**src/rtl/fb_loader_if.sv**
```systemverilog
// fb_loader_if: byte stream handshake into the framebuffer loader.
// master drives in_data/in_valid, slave answers with in_ready.
interface fb_loader_if;
  logic [7:0] in_data;
  logic       in_valid;
  logic       in_ready;

  modport master (
    output in_data,
    output in_valid,
    input  in_ready
  );

  modport slave (
    input  in_data,
    input  in_valid,
    output in_ready
  );
endinterface

```
**src/rtl/fb_loader.sv**
```systemverilog
// fb_loader: unpacks 1-bpp bytes into a 64x64 framebuffer write port.
// Define FB_CLEAR_EN to build the CLEAR state (zero-fill on clear).
module fb_loader (
  input  logic        clk,
  input  logic        reset,
  input  logic        start,
  input  logic        clear,
  fb_loader_if.slave  src,
  output logic        wren,
  output logic        data,
  output logic [11:0] wraddress,
  output logic        busy,
  output logic        done
);

  typedef enum logic [2:0] {
    IDLE,
    LOAD,
    SHIFT,
    CLEAR,
    DONE
  } state_t;

  state_t      state;
  state_t      state_nx;
  logic [11:0] addr;
  logic [11:0] addr_nx;
  logic [7:0]  shift;
  logic [7:0]  shift_nx;
  logic [2:0]  cnt;
  logic [2:0]  cnt_nx;
  logic        accept;
  logic        clr_req;

  logic        ready_nx;
  logic        wren_nx;
  logic        data_nx;
  logic [11:0] wraddress_nx;
  logic        busy_nx;
  logic        done_nx;

`ifdef FB_CLEAR_EN
  assign clr_req = clear & ~start;
`else
  logic unused_clear;
  assign unused_clear = clear;
  assign clr_req      = 1'b0;
`endif

  assign accept = (state == LOAD)
                & src.in_valid
                & src.in_ready;

  always_ff @(posedge clk or negedge reset) begin
    if (!reset) begin
      state         <= IDLE;
      addr          <= '0;
      shift         <= '0;
      cnt           <= '0;
      src.in_ready  <= 1'b0;
      wren          <= 1'b0;
      data          <= 1'b0;
      wraddress     <= '0;
      busy          <= 1'b0;
      done          <= 1'b0;
    end else begin
      state         <= state_nx;
      addr          <= addr_nx;
      shift         <= shift_nx;
      cnt           <= cnt_nx;
      src.in_ready  <= ready_nx;
      wren          <= wren_nx;
      data          <= data_nx;
      wraddress     <= wraddress_nx;
      busy          <= busy_nx;
      done          <= done_nx;
    end
  end

  always_comb begin
    state_nx = state;
    addr_nx  = addr;
    shift_nx = shift;
    cnt_nx   = cnt;
    unique case (1'b1)
      state == IDLE: begin
        if (start) begin
          state_nx = LOAD;
          addr_nx  = '0;
        end else if (clr_req) begin
          state_nx = CLEAR;
          addr_nx  = '0;
        end
      end
      state == LOAD: begin
        if (accept) begin
          state_nx = SHIFT;
          shift_nx = src.in_data;
          cnt_nx   = '0;
        end
      end
      state == SHIFT: begin
        shift_nx = {shift[6:0], 1'b0};
        addr_nx  = addr + 12'd1;
        cnt_nx   = cnt + 3'd1;
        // the byte ending on the last pixel closes the frame
        if (cnt == 3'd7) begin
          if (addr == 12'hFFF) state_nx = DONE;
          else                 state_nx = LOAD;
        end
      end
`ifdef FB_CLEAR_EN
      state == CLEAR: begin
        addr_nx = addr + 12'd1;
        if (addr == 12'hFFF) state_nx = DONE;
      end
`endif
      state == DONE: begin
        state_nx = IDLE;
      end
      default: begin
        state_nx = IDLE;
      end
    endcase
  end

  // outputs are one-cycle registered images of the current state
  always_comb begin
    ready_nx     = (state == LOAD) & ~accept;
    wren_nx      = (state == SHIFT) | (state == CLEAR);
    data_nx      = (state == SHIFT) & shift[7];
    wraddress_nx = wren_nx ? addr : wraddress;
    busy_nx      = (state != IDLE);
    done_nx      = (state == DONE);
  end

endmodule

```
**src/flat_wrapper.sv**
```systemverilog
// flat-port wrapper written by rule: the top's interface ports become plain ports
module fb_loader_flat 
  (clk, reset, start, clear, wren, data, wraddress, busy, done, src_in_data, src_in_valid, src_in_ready);
  fb_loader_if src_i ();
  input  logic clk;
  input  logic reset;
  input  logic start;
  input  logic clear;
  output logic wren;
  output logic data;
  output logic [11:0] wraddress;
  output logic busy;
  output logic done;
  input wire logic [$bits(src_i.in_data)-1:0] src_in_data;
  input wire logic [$bits(src_i.in_valid)-1:0] src_in_valid;
  output wire logic [$bits(src_i.in_ready)-1:0] src_in_ready;
  assign src_i.in_data = src_in_data;
  assign src_i.in_valid = src_in_valid;
  assign src_in_ready = src_i.in_ready;
  fb_loader u_core (.clk(clk), .reset(reset), .start(start), .clear(clear), .src(src_i), .wren(wren), .data(data), .wraddress(wraddress), .busy(busy), .done(done));
endmodule
```
**config.mk**
```make
export PLATFORM = sky130hd
export DESIGN_NAME = fb_loader_flat
export DESIGN_NICKNAME = d
export VERILOG_FILES = /design/src/rtl/fb_loader_if.sv /design/src/rtl/fb_loader.sv /design/src/flat_wrapper.sv
export SDC_FILE = /design/constraint.sdc
export NUM_CORES = 1
export LEC_CHECK = 0
export BUFFER_PORTS_ARGS = -buffer_cell sky130_fd_sc_hd__buf_4
export CAP_MARGIN = 10
export CORE_AREA = 8 8 105 69
export CTS_BUF_LIST = sky130_fd_sc_hd__clkbuf_16
export CTS_CLUSTER_SIZE = 30
export DETAILED_ROUTE_END_ITERATION = 16
export DIE_AREA = 0 0 113 77
export PLACE_DENSITY_LB_ADDON = 0.1
export SLEW_MARGIN = 20
export SYNTH_ARGS = -nofsm -noshare
export SYNTH_HDL_FRONTEND = slang
export SYNTH_SLANG_ARGS = --single-unit
```
**constraint.sdc**
```tcl
create_clock -name clk -period 4.7 [get_ports clk]
set_clock_uncertainty 0.05 [all_clocks]
set_input_delay 0.94 -clock clk [delete_from_list [all_inputs] [get_ports clk]]
set_output_delay 0.94 -clock clk [all_outputs]
set_load 0.02 [all_outputs]
```
==> results.cfg, run 1 <==
[yosys]
synth_enable_flop_cells = 0
ys.flop_type = dfrtp_1
synth-warning-count = 0
synth_compound_area_frac = 0.102
synth_top_area_share = 0.561
syn_avg_cell_area_sq_um = 11.1
synth_seq_area_share = 0.561
synth_xor_area_frac = 0
syn-cell-area_sq_mm = 0.00192
syn_nets = 189
synthDistinctLibCells = 38
synth_cells = 173
synth-seq-cells = 43
yosys.area_share.simple = 0.206
synthArstFlopShare = 1.00
yosysTopAreaCell = dfrtp_1
synth.area.mux_share = 0.0808
synth_top_family_by_area = simple AND/OR/NAND/NOR gates
synth_most_common_cell = dfrtp_1
ys_top_cells_by_count = 43 x dfrtp_1, 34 x nand2_1, 21 x nand3_1
synthTopCellsByArea = dfrtp_1 56%, mux2_2 7.0%, nand2_1 6.6%
synth_fa_ha_area_frac = 0.0196

[critical_path]
critPathRequiredTime_ns = 4.85
worstSetupPathType = reg -> reg
r2r_start = u_core.state[0]$_DFFE_PN0P_
endpoint_kind = flop
cp-start-kind = flop
path_max_fanout = 22
arrival_ns = 2.42
r2r_slack_ns = 2.44
reg2reg_depth = 4
r2r_end = u_core.addr[11]$_DFFE_PN0P_

[die]
placementRows = 22
coreArea_sq_mm = 0.00578
boundaryPins = 30
dieArea_sq_mm = 0.00870
fp.dieH_um = 77
start_util = 0.332
die_w_um = 113

[layout]
area_growth_syn_to_layout_pct = 21.4
final_core_util = 0.403
drive_above_1_share = 0.274
layout.nets = 216
regArea_sq_mm = 0.00108
multiInputGateArea_sq_um = 783
fillCellCount = 568
instances_no_fill = 273
n_antenna_cell = 0

[global_routing]
grt_max_degree = 44
grt_usage = 0.0967
antenna_found_initial = 0
overflow = 0
grt_pass1_vias = 1370
grt_first_pass_wirelength_mm = 6.76

[clock_network]
cts_tree = built
path_clk_slew_ns = 0.06
cts_buffers = 5
clock_sinks = 43
cts_resized = 0
htree_levels = 2
clkLatencyLatePin_ns = 0.28
clockRootBuffer = clkbuf_16
post_cts_buffers = 0
clk_path_buf_depth = 2
ctsHoldBuffers = 0

[drt]
first_iter_violations = 91
drt_pass1_iterations = 4
routed_wl_mm = 3.99
vias = 1384
postRouteAntennaNets = 0
wire_per_inst_um = 14.6
viasPerCell = 5.07
drc = 0

[placement]
io_buffers = 28
hpwl_mm = 2.76
gp_congestion = 0.740
dp_cells = 265

[sta]
hold_violations = 0
finalSetupViolCount = 0
rsz0062_at_grt = no
setup_tns_ns = 0
period_share = 0.482
timing.fmax_mhz = 442
slew-limit-headroom = 0.418
period_needed_ns = 2.26
worst_slew_pin_slew_ns = 0.873
slew_viol_final = 0

[pwr]
irDropWorstVdd_uv = 187
p_per_area_mw_per_mm2 = 529
power.total_mw = 1.23
p_leak_nw = 1.10

[hold_path]
hp-class = reg -> reg
whs_path_depth = 2
min_to = u_core.shift[3]$_DFFE_PN0P_
hp-start = u_core.shift[2]$_DFFE_PN0P_

[outcome]
status = finished, final reports clean

[run]
drv_cap = 0
[stage by stage]
step                setup WS (ns)  hold WS, ns  instance area (sq um)
finish                       2.44        0.427                   2330
global route                 2.29        0.460                   2330
CTS                          2.43        0.425                   2330
detailed placement           2.46        0.409                   2170
global placement             2.41        0.405                   2170
floorplan                    2.81        0.399                   1920
[critical path, stage by stage (launching register included)]
cell     delay [ns]
dfrtp_1        0.49
nor3b_4        0.78
nand2_2        0.20
nor4_1         0.44
mux2i_1        0.23
[cell families (layout without fill, tap and decap cells)]
kind of cell             Yosys count  count (layout)
AND/OR/NAND/NOR                   76              76
flip-flops                        43              43
AO/OA/AOI/OAI                     27              27
multiplexers                      14              14
buffers and inverters             10              38
adder cells (fa/ha/maj)            3               3
[area by class of cell]
cell class,count,area share
clock buffers,5,0.0537
clock inverters,3,0.0166
inverters,2,0.00322
multi-input cells,120,0.336
flip-flops and latches,43,0.462
well taps,72,0.0386
repair buffers,28,0.0902
[layer usage]
layer / wire length, um / vias up / track usage
met4: 34 / 0 / 0.0317
met3: 220 / 2 / 0.0367
li1: - / 674 / -
met1: 1970 / 681 / 0.131
met5: 0 / - / 0
met2: 1760 / 27 / 0.137
[worst max path at each step]
stage | depth (start not counted) | start | slack (ns) | endpoint
2_1_floorplan | 5 | start | 2.81 | u_core.state[0]$_DFFE_PN0P_
3_3_place_gp | 4 | u_core.state[0]$_DFFE_PN0P_ | 2.41 | u_core.addr[11]$_DFFE_PN0P_
3_5_place_dp | 4 | u_core.state[0]$_DFFE_PN0P_ | 2.46 | u_core.addr[11]$_DFFE_PN0P_
4_1_cts | 4 | u_core.state[0]$_DFFE_PN0P_ | 2.43 | u_core.addr[11]$_DFFE_PN0P_
5_1_grt | 4 | u_core.state[0]$_DFFE_PN0P_ | 2.29 | u_core.addr[11]$_DFFE_PN0P_
6_report | 4 | u_core.state[0]$_DFFE_PN0P_ | 2.44 | u_core.addr[11]$_DFFE_PN0P_
[cell usage in the layout (no fill, tap or decap), drive strengths merged, types with 3 or more instances in the layout]
| master | n |
|---|---|
| and3 | 4 |
| nand2 | 36 |
| o21ai | 9 |
| ha | 3 |
| buf | 28 |
| clkbuf | 5 |
| mux2 | 12 |
| nand3 | 21 |
| a21oi | 5 |
| a31oi | 4 |
| dfrtp | 43 |
[sequential cells by signal (all words and copies together) (netlist names)]
register and cells:
u_core.shift 8, u_core.done 1, u_core.wraddress 12, u_core.cnt 3, u_core.wren 1, u_core.busy 1, u_core.addr 12, u_core.data 1
u_core.state 3, u_core.src.in_ready 1
[report_power, final]
| group | internal [mW] | switching, mW | leakage (nW) |
|---|---|---|---|
| combinational | 0.139 | 0.195 | 0.446 |
| clock | 0.248 | 0.133 | 0.0812 |
| sequential | 0.453 | 0.0643 | 0.575 |
No activity file was read; power rests on OpenSTA's default activity.
==> run 2, diff against run 1 <==
Clock period 4.7 ns to 1.95 ns, I/O delays scaled along.
==> run 2 against run 1 <==
Compared with the run above: first-iteration DRC count is 34% lower; sequential power is 140% higher; routed wire length is 3.0% higher; combinational power grew to 2.6 times the previous value; clock-buffer cell count stayed put; largest power group unchanged; cell area is 0.32% lower; register-to-register slack worse by 2.3 ns; worst hold slack worse by 0.37 ns; utilization is 0.13 points lower; power is 130% higher.
==> results.cfg, run 2 (synthesized netlist as in run 1, its figures left out) <==
[sta]
hold_ws_ns = 0.0571
rsz0062_at_grt = no
finalSetupViolCount = 0
finalWorstSetupSlack_ns = 0.158
timing.fmax_mhz = 558
period_needed_ns = 1.79
period_share = 0.919
slew-limit-headroom = 0.634
slew_viol_final = 0
setup_tns_ns = 0
hold_violations = 0
worst_slew_pin_slew_ns = 0.549

[global_routing]
grt_first_pass_wirelength_mm = 7.00
grt_max_degree = 44
grtUsageMet3 = 0.0281
overflow = 0
use_met2 = 0.140
use_met1 = 0.137
top_usage_layer = met2
grt_usage = 0.0992
grt_pass1_vias = 1371
antenna_found_initial = 0

[layout]
layout.nets = 219
n_antenna_cell = 0
layout_common_cells = 43 x dfrtp_1, 34 x nand2_1, 31 x buf_4
area_growth_syn_to_layout_pct = 21.1
final_common_cell = dfrtp_1
fin_area_sq_mm = 0.00232
reg.largest.list = u_core.addr (12), u_core.wraddress (12), u_core.shift (8)
drive_above_1_share = 0.282

[die]
boundaryPins = 30
placementRows = 22
dieArea_sq_mm = 0.00870
die_w_um = 113
start_util = 0.332
coreArea_sq_mm = 0.00578
fp.dieH_um = 77

[critical_path]
crit_path_cell_trace = ha_1, nand3_1, or3_4, o311ai_4, o41ai_2
cp-start-kind = flop
critPathRequiredTime_ns = 2.05
max_stage_delay_ns = 0.47
r2r_slack_ns = 0.16
path_max_fanout = 5
path_buf_inv = 0
endpoint_kind = flop
critical_path.top_delay_family = simple AND/OR/NAND/NOR gates
worstSetupPathType = reg -> reg
arrival_ns = 1.90
critPathSlowestCell = or3_4

[clock_network]
clock_sinks = 43
clk_path_buf_depth = 2
clkLatencyLatePin_ns = 0.28
path_clk_slew_ns = 0.06
cts_resized = 0
cts_tree = built
htree_levels = 2
cts_buffers = 5
clockRootBuffer = clkbuf_16
ctsHoldBuffers = 0
post_cts_buffers = 0

[drt]
vias = 1373
viasPerCell = 5.01
postRouteAntennaNets = 0
drt_pass1_iterations = 4
wire_per_inst_um = 15.0
first_iter_violations = 60
routed_wl_mm = 4.11
drc = 0

[pwr]
power.switching_uw = 938
p_int_mw = 1.91
p_seq_frac = 0.435
p_per_area_mw_per_mm2 = 1230
swShare = 0.329
power.share.combinational = 0.300
irDropWorstVdd_uv = 354
p_clk_frac = 0.266
p_leak_nw = 1.10

[run]
drv_cap = 0

[outcome]
status = finished, final reports clean

[placement]
io_buffers = 28
hpwl_mm = 2.82
gp_congestion = 0.731
post-place-ws_ns = 0.166
place_area_sq_mm = 0.00219

[hold_path]
hp-class = in -> async
[run 2: cell type report]
cell class,instances,area [sq um]
fill,572,3460
clock inverter,1,3.75
inverter,2,7.51
multi-input combinational,120,788
clock buffer,5,125
tap,72,90.1
timing repair buffer,31,233
sequential,43,1080
[run 2: through the flow]
stage | util | power (mW) | std cells
3_3_place_gp | 0.379 | 2.09 | 268
4_1_cts | 0.401 | 2.90 | 274
5_1_grt | 0.402 | 3.05 | 274
6_report | 0.402 | 2.85 | 274
2_1_floorplan | - | 1.85 | 173
3_5_place_dp | 0.379 | 2.13 | 268
[run 2: metal layers]
metal | routed length, um | up-vias
met1 | 2140 | 671
li1 | - | 678
met5 | 0 | -
met2 | 1760 | 19
met4 | 59 | 0
met3 | 151 | 5
[run 2: worst paths after layout]
check | start | endpoint | depth (start not counted)
max in group asynchronous | reset | u_core.done$_DFF_PN0_ | 1
min reg2reg | u_core.shift[2]$_DFFE_PN0P_ | u_core.shift[3]$_DFFE_PN0P_ | 2
min | reset | u_core.wraddress[8]$_DFFE_PN0P_ | 1
min in group clk | src_in_valid | u_core.src.in_ready$_DFF_PN0_ | 2
max reg2reg | u_core.addr[0]$_DFFE_PN0P_ | u_core.addr[10]$_DFFE_PN0P_ | 5
max | u_core.addr[0]$_DFFE_PN0P_ | u_core.addr[10]$_DFFE_PN0P_ | 5
[run 2: power by group through the flow]
stage / sequential, mW / clock, mW / combinational [mW]
4_1_cts: 1.24 / 0.785 / 0.876
3_5_place_dp: 1.26 / 0 / 0.872
6_report: 1.24 / 0.757 / 0.853
2_1_floorplan: 1.29 / 0 / 0.559
5_1_grt: 1.27 / 0.820 / 0.958
3_3_place_gp: 1.24 / 0 / 0.845
